### src/rtl/cselect_split6_6b_if.sv
// Token bus between one upstream source and six downstream destinations.
interface cselect_split6_6b_if;
   logic       i_drive;
   logic [5:0] i_data;
   logic [2:0] i_sel;
   logic       o_free;
   logic       o_drive0, o_drive1, o_drive2, o_drive3, o_drive4, o_drive5;
   logic [5:0] o_data;
   logic [2:0] o_dst;
   logic       i_free0, i_free1, i_free2, i_free3, i_free4, i_free5;
   logic       o_busy;
   logic       o_err;
   logic       o_ovf;
   logic [7:0] o_cnt;

   // Upstream source and destinations (drives the i_* side)
   modport master (
      output i_drive, i_data, i_sel,
      output i_free0, i_free1, i_free2, i_free3, i_free4, i_free5,
      input  o_free, o_data, o_dst, o_busy, o_err, o_ovf, o_cnt,
      input  o_drive0, o_drive1, o_drive2, o_drive3, o_drive4, o_drive5
   );

   // Splitter (drives the o_* side)
   modport slave (
      input  i_drive, i_data, i_sel,
      input  i_free0, i_free1, i_free2, i_free3, i_free4, i_free5,
      output o_free, o_data, o_dst, o_busy, o_err, o_ovf, o_cnt,
      output o_drive0, o_drive1, o_drive2, o_drive3, o_drive4, o_drive5
   );
endinterface

### src/rtl/cselect_split6_6b.sv
// One-token-at-a-time splitter: routes a 6-bit token to one of six
// destinations, waits for that destination's acknowledge, then frees upstream.
module cselect_split6_6b (
   input logic               clk,
   input logic               rst,
   cselect_split6_6b_if.slave bus
);
   localparam int unsigned DW   = 6;
   localparam int unsigned SW   = 3;
   localparam int unsigned NDST = 6;
   localparam int unsigned CW   = 8;

   typedef enum logic [1:0] {IDLE, SEND, WAIT, DONE} state_t;

   state_t          state;
   logic [NDST-1:0] drive_q;
   logic [DW-1:0]   data_q;
   logic [SW-1:0]   dst_q;
   logic            free_q;
   logic            busy_q;
   logic            err_q;
   logic            ovf_q;
   logic [CW-1:0]   cnt_q;

   logic [NDST-1:0] free_vec;
   logic [NDST-1:0] dst_hot;
   logic            ack;

   // Only the acknowledge of the current owner of o_data counts
   assign free_vec = {bus.i_free5, bus.i_free4, bus.i_free3,
                      bus.i_free2, bus.i_free1, bus.i_free0};
   assign dst_hot  = NDST'(1) << dst_q;
   assign ack      = |(free_vec & dst_hot);

   // Token FSM with registered strobes, payload capture and delivery counter
   always_ff @(posedge clk) begin
      if (rst) begin
         state   <= IDLE;
         drive_q <= '0;
         data_q  <= '0;
         dst_q   <= '0;
         free_q  <= 1'b0;
         busy_q  <= 1'b0;
         err_q   <= 1'b0;
         ovf_q   <= 1'b0;
         cnt_q   <= '0;
      end else begin
         drive_q <= '0;
         free_q  <= 1'b0;
         err_q   <= 1'b0;
         ovf_q   <= 1'b0;
         case (state)
            IDLE: begin
               if (bus.i_drive) begin
                  busy_q <= 1'b1;
                  if (bus.i_sel <= SW'(NDST - 1)) begin
                     data_q  <= bus.i_data;
                     dst_q   <= bus.i_sel;
                     drive_q <= NDST'(1) << bus.i_sel;
                     state   <= SEND;
                  end else begin
                     // Illegal destination: flag it and release upstream at once
                     err_q  <= 1'b1;
                     free_q <= 1'b1;
                     state  <= DONE;
                  end
               end
            end
            SEND, WAIT: begin
               ovf_q <= bus.i_drive;
               if (ack) begin
                  free_q <= 1'b1;
                  cnt_q  <= cnt_q + CW'(1);
                  state  <= DONE;
               end else begin
                  state  <= WAIT;
               end
            end
            DONE: begin
               ovf_q  <= bus.i_drive;
               busy_q <= 1'b0;
               state  <= IDLE;
            end
            default: state <= IDLE;
         endcase
      end
   end

   assign bus.o_drive0 = drive_q[0];
   assign bus.o_drive1 = drive_q[1];
   assign bus.o_drive2 = drive_q[2];
   assign bus.o_drive3 = drive_q[3];
   assign bus.o_drive4 = drive_q[4];
   assign bus.o_drive5 = drive_q[5];
   assign bus.o_data   = data_q;
   assign bus.o_dst    = dst_q;
   assign bus.o_free   = free_q;
   assign bus.o_busy   = busy_q;
   assign bus.o_err    = err_q;
   assign bus.o_ovf    = ovf_q;
   assign bus.o_cnt    = cnt_q;
endmodule
### src/flat_wrapper.sv
// flat-port wrapper written by rule: the top's interface ports become plain ports
module cselect_split6_6b_flat 
  (clk, rst, bus_i_drive, bus_i_data, bus_i_sel, bus_i_free0, bus_i_free1, bus_i_free2, bus_i_free3, bus_i_free4, bus_i_free5, bus_o_free, bus_o_data, bus_o_dst, bus_o_busy, bus_o_err, bus_o_ovf, bus_o_cnt, bus_o_drive0, bus_o_drive1, bus_o_drive2, bus_o_drive3, bus_o_drive4, bus_o_drive5);
  cselect_split6_6b_if bus_i ();
  input logic clk;
  input logic rst;
  input wire logic [$bits(bus_i.i_drive)-1:0] bus_i_drive;
  input wire logic [$bits(bus_i.i_data)-1:0] bus_i_data;
  input wire logic [$bits(bus_i.i_sel)-1:0] bus_i_sel;
  input wire logic [$bits(bus_i.i_free0)-1:0] bus_i_free0;
  input wire logic [$bits(bus_i.i_free1)-1:0] bus_i_free1;
  input wire logic [$bits(bus_i.i_free2)-1:0] bus_i_free2;
  input wire logic [$bits(bus_i.i_free3)-1:0] bus_i_free3;
  input wire logic [$bits(bus_i.i_free4)-1:0] bus_i_free4;
  input wire logic [$bits(bus_i.i_free5)-1:0] bus_i_free5;
  output wire logic [$bits(bus_i.o_free)-1:0] bus_o_free;
  output wire logic [$bits(bus_i.o_data)-1:0] bus_o_data;
  output wire logic [$bits(bus_i.o_dst)-1:0] bus_o_dst;
  output wire logic [$bits(bus_i.o_busy)-1:0] bus_o_busy;
  output wire logic [$bits(bus_i.o_err)-1:0] bus_o_err;
  output wire logic [$bits(bus_i.o_ovf)-1:0] bus_o_ovf;
  output wire logic [$bits(bus_i.o_cnt)-1:0] bus_o_cnt;
  output wire logic [$bits(bus_i.o_drive0)-1:0] bus_o_drive0;
  output wire logic [$bits(bus_i.o_drive1)-1:0] bus_o_drive1;
  output wire logic [$bits(bus_i.o_drive2)-1:0] bus_o_drive2;
  output wire logic [$bits(bus_i.o_drive3)-1:0] bus_o_drive3;
  output wire logic [$bits(bus_i.o_drive4)-1:0] bus_o_drive4;
  output wire logic [$bits(bus_i.o_drive5)-1:0] bus_o_drive5;
  assign bus_i.i_drive = bus_i_drive;
  assign bus_i.i_data = bus_i_data;
  assign bus_i.i_sel = bus_i_sel;
  assign bus_i.i_free0 = bus_i_free0;
  assign bus_i.i_free1 = bus_i_free1;
  assign bus_i.i_free2 = bus_i_free2;
  assign bus_i.i_free3 = bus_i_free3;
  assign bus_i.i_free4 = bus_i_free4;
  assign bus_i.i_free5 = bus_i_free5;
  assign bus_o_free = bus_i.o_free;
  assign bus_o_data = bus_i.o_data;
  assign bus_o_dst = bus_i.o_dst;
  assign bus_o_busy = bus_i.o_busy;
  assign bus_o_err = bus_i.o_err;
  assign bus_o_ovf = bus_i.o_ovf;
  assign bus_o_cnt = bus_i.o_cnt;
  assign bus_o_drive0 = bus_i.o_drive0;
  assign bus_o_drive1 = bus_i.o_drive1;
  assign bus_o_drive2 = bus_i.o_drive2;
  assign bus_o_drive3 = bus_i.o_drive3;
  assign bus_o_drive4 = bus_i.o_drive4;
  assign bus_o_drive5 = bus_i.o_drive5;
  cselect_split6_6b u_core (.clk(clk), .rst(rst), .bus(bus_i));
endmodule
### config.mk
export PLATFORM = sky130hd
export DESIGN_NAME = cselect_split6_6b_flat
export DESIGN_NICKNAME = d
export VERILOG_FILES = /design/src/rtl/cselect_split6_6b_if.sv /design/src/rtl/cselect_split6_6b.sv /design/src/flat_wrapper.sv
export SDC_FILE = /design/constraint.sdc
export NUM_CORES = 1
export LEC_CHECK = 0
export CAP_MARGIN = 10
export CORE_UTILIZATION = 39
export CTS_CLUSTER_SIZE = 28
export DETAILED_ROUTE_END_ITERATION = 16
export GPL_TIMING_DRIVEN = 0
export PLACE_DENSITY = 0.78
export SYNTH_ARGS = -nofsm -noshare
export SYNTH_HDL_FRONTEND = slang
export SYNTH_SLANG_ARGS = --single-unit
export TNS_END_PERCENT = 20
### constraint.sdc
create_clock -name clk -period 2.85 [get_ports clk]
set_input_delay 0.4275 -clock clk [delete_from_list [all_inputs] [get_ports clk]]
set_output_delay 0.4275 -clock clk [all_outputs]
set_load 0.005 [all_outputs]
==> impl_results.md <==
- Register Area: about 580 sq um
- Area of the die: around 3500 sq um
- Multi-input gate area: 625.6 sq um
- Commonest non-fill, non-tap cell in the layout: clkdlybuf4s50_1
- Sink Count: 29
- Final slew viol count: 0
- Effective utilization at floorplan: a little over two fifths
- Largest net degree at the start of global routing: 11
- Max transition margin: 60.46%
- Cts bufs inserted: 5
- Fill cells: 266
- Die width: slightly below 60 um
- Mapped cell area: between 1000 and 1500 sq um
- CTS Hold Bufs: 0
- Critical Path RT: 3090 ps
- Avg Vias per Cell: 5.226
- Worst path max stage delay: between 300 and 400 ps
- Syn nets: roughly 160
- Final Hold Fails: 0
- CTS H-tree lvls: 2
- Number of flops mapped to enable cells by yosys: 0
- Setup_tns: 0 ps
- Total gr overflow: 0
- PortBufs: 42
- Post-CTS Setup Bufs: 0
- Setup crit start kind: register
- DR WL/cell: 12.87 um
- Unrepaired setup endpoints after global routing: false
- Power Dens Cells: about 660 nW/um^2
- Final min period: 1885 ps
- CTS root buf: clkbuf_4
- Cell variety after synth: 38
- # diodes: 0
- Highest clock rate: 530.5 MHz
- Worst-path fanout max: 10
- Layout cells sized above 1: between 10% and 20%
- Critical-path cell list: inv_1, ha_1, inv_1, buf_2, nor4_1, nor2_1, a311oi_1
- Antenna violations before repair: 0
- Max Cap Viol: 0
- Vias in the first global route: 1184
- Final worst path period share: 66.14%
- GRT Resource Usage Total: 19.64%
- Worst skew pair latency: 330 ps
- Synth Register Bits: 29
- Die Height: 59.37 um
- Status: finished clean
- Leak: a little under 0.7 nW
- Critical-path top delay cell: dfxtp_1
- Cell taking the most area after synthesis: dfxtp_1
- Asr flop ratio synth: 0%
- Mapped Avg Cell Area: 9.104 sq um
- Critical Path Most Common Cell: inv_1
- Final WS setup: roughly 960 ps
- CP Capture Type: register
- Pre-CTS setup slack: a little under 700 ps
- Detailed Route WL: between 3 and 4 mm
- Layout net count: 212
- IO Pins: 45
- Yosys top cell area share: 45.22%
- Worst-path clk slew: around 90 ps
- CTS tree: done
- DR iter-0 viols: 20
- Setup Viol. Count Final: 0
- Min-Delay Path Class: reg2reg
- Core box area: 3078 sq um
- Hpwl dp: 2.264 mm
- Critical Path AT: 2130 ps
- Fin util: 59.92%
- Ys flop type: dfxtp_1
- Ys Warns: 0
- Clk buf depth: 2
- Cell count after synthesis: 141
- Final RePlAce weighted congestion: 0.7404
- Worst Skew: 7.545 ps
- Commonest cells after routing, fill and taps aside: 42 x clkdlybuf4s50_1, 29 x dfxtp_1, 22 x nand2_1, 15 x a21oi_1, 10 x nor2_1
- Sequential area share after synthesis: 45.22%
- Number of nets with antenna violations after routing: 0
- CP delay by family, top: simple AND/OR/NAND/NOR gates
- Num rows: 20
- P&R area growth vs syn: 43.66%
- CP Buf/Inv Count: 3
- Vias after detailed routing: 1228
- Crit Path Category: reg2reg
- VDD IR max: 0.3685 mV
- Drt first pass iters: 4
- Post-cts sizing count: 0
- DR DRC count: 0
- Ranking of synthesized cells by area: dfxtp_1 45%, nand2_1 6.4%, a21oi_1 5.8%
- First-pass GRT wire length: just over 5 mm
- Worst slew pin tran: 593.2 ps
-- worst min-delay path: stages, from the launching register on --
cell and delay [ps]:
dfxtp_1 320, nand2_1 50, a21oi_1 50
-- metrics by stage --
stage / cell area (sq um) / std cells / power, W / hold WS, ps
finish: 1844 / 235 / 0.001211 / 463.4
global route: 1844 / 235 / 0.001288 / 491.9
CTS: 1844 / 235 / 0.001219 / 465.0
detailed placement: 1759 / 227 / 0.0008626 / 452.5
floorplan: 1284 / 141 / 0.0007080 / 450.0
global placement: 1759 / 227 / 0.0008467 / 443.1
-- cells in the mapped netlist, types with 2 or more instances --
cell / number
dfxtp_1: 29
nand2_1: 22
a21oi_1: 15
nor2_1: 10
inv_1: 7
nand3_1: 5
o31ai_1: 5
ha_1: 4
mux2_2: 3
nor4_1: 3
o21ai_0: 3
or4_1: 3
a311oi_1: 2
clkbuf_1: 2
clkbuf_8: 2
nand4_1: 2
o311ai_0: 2
or2_2: 2
-- flip-flops by register name (all words and copies together) (netlist names) --
signal / count
u_core.drive_q: 6
u_core.bus.o_dst: 3
u_core.bus.o_ovf: 1
u_core.bus.o_busy: 1
u_core.bus.o_data: 6
u_core.bus.o_err: 1
u_core.state: 2
u_core.bus.o_free: 1
u_core.bus.o_cnt: 8
-- report_power, final --
group / switching, W / leakage [nW] / total [W] / internal, W
sequential: 0.0000380 / 0.236 / 0.000489 / 0.000451
combinational: 0.000194 / 0.395 / 0.000366 / 0.000172
clock: 0.000146 / 0.0455 / 0.000356 / 0.000209
total: 0.000378 / 0.676 / 0.00121 / 0.000833
-- cells by family (layout without fill, tap and decap cells) --
| kind of cell | count (synthesis) | after routing | synth area share, % |
|---|---|---|---|
| compound gates | 32 | 32 | 16.47 |
| simple gates | 58 | 58 | 23.20 |
| mux | 5 | 5 | 5.165 |
| flops | 29 | 29 | 45.22 |
| buf+inv | 13 | 63 | 6.043 |
| fa+ha+maj | 4 | 4 | 3.899 |
-- metal layers --
metal	share of wire, %	up-vias	track usage [%]	routed length, um
li1	-	607	-	-
met1	42	582	21.89	1263
met2	52	31	33.55	1565
met3	4.9	8	7.424	148
met4	1.6	0	7.823	47
met5	0	-	0	0
-- area by class of cell --
cell class	count	area share, %
clock buffers	7	2.985
flip-flops and latches	29	31.48
plain buffers	6	2.782
well taps	44	2.985
repair buffers	42	22.80
inverters	7	1.425
multi-input cells	99	33.92
clock inverters	1	1.628
-- path summary, 6_finish.rpt --
check	start	to	slack (ps)	cells after the start
setup / recovery	u_core.state[0]	u_core.state[0]	960	7
hold / removal	u_core.bus.o_data[4]	u_core.bus.o_data[4]	460	2
setup reg to reg	u_core.state[0]	u_core.state[0]	960	7
hold reg to reg	u_core.bus.o_data[4]	u_core.bus.o_data[4]	460	2
No activity file was read; power rests on OpenSTA's default activity.
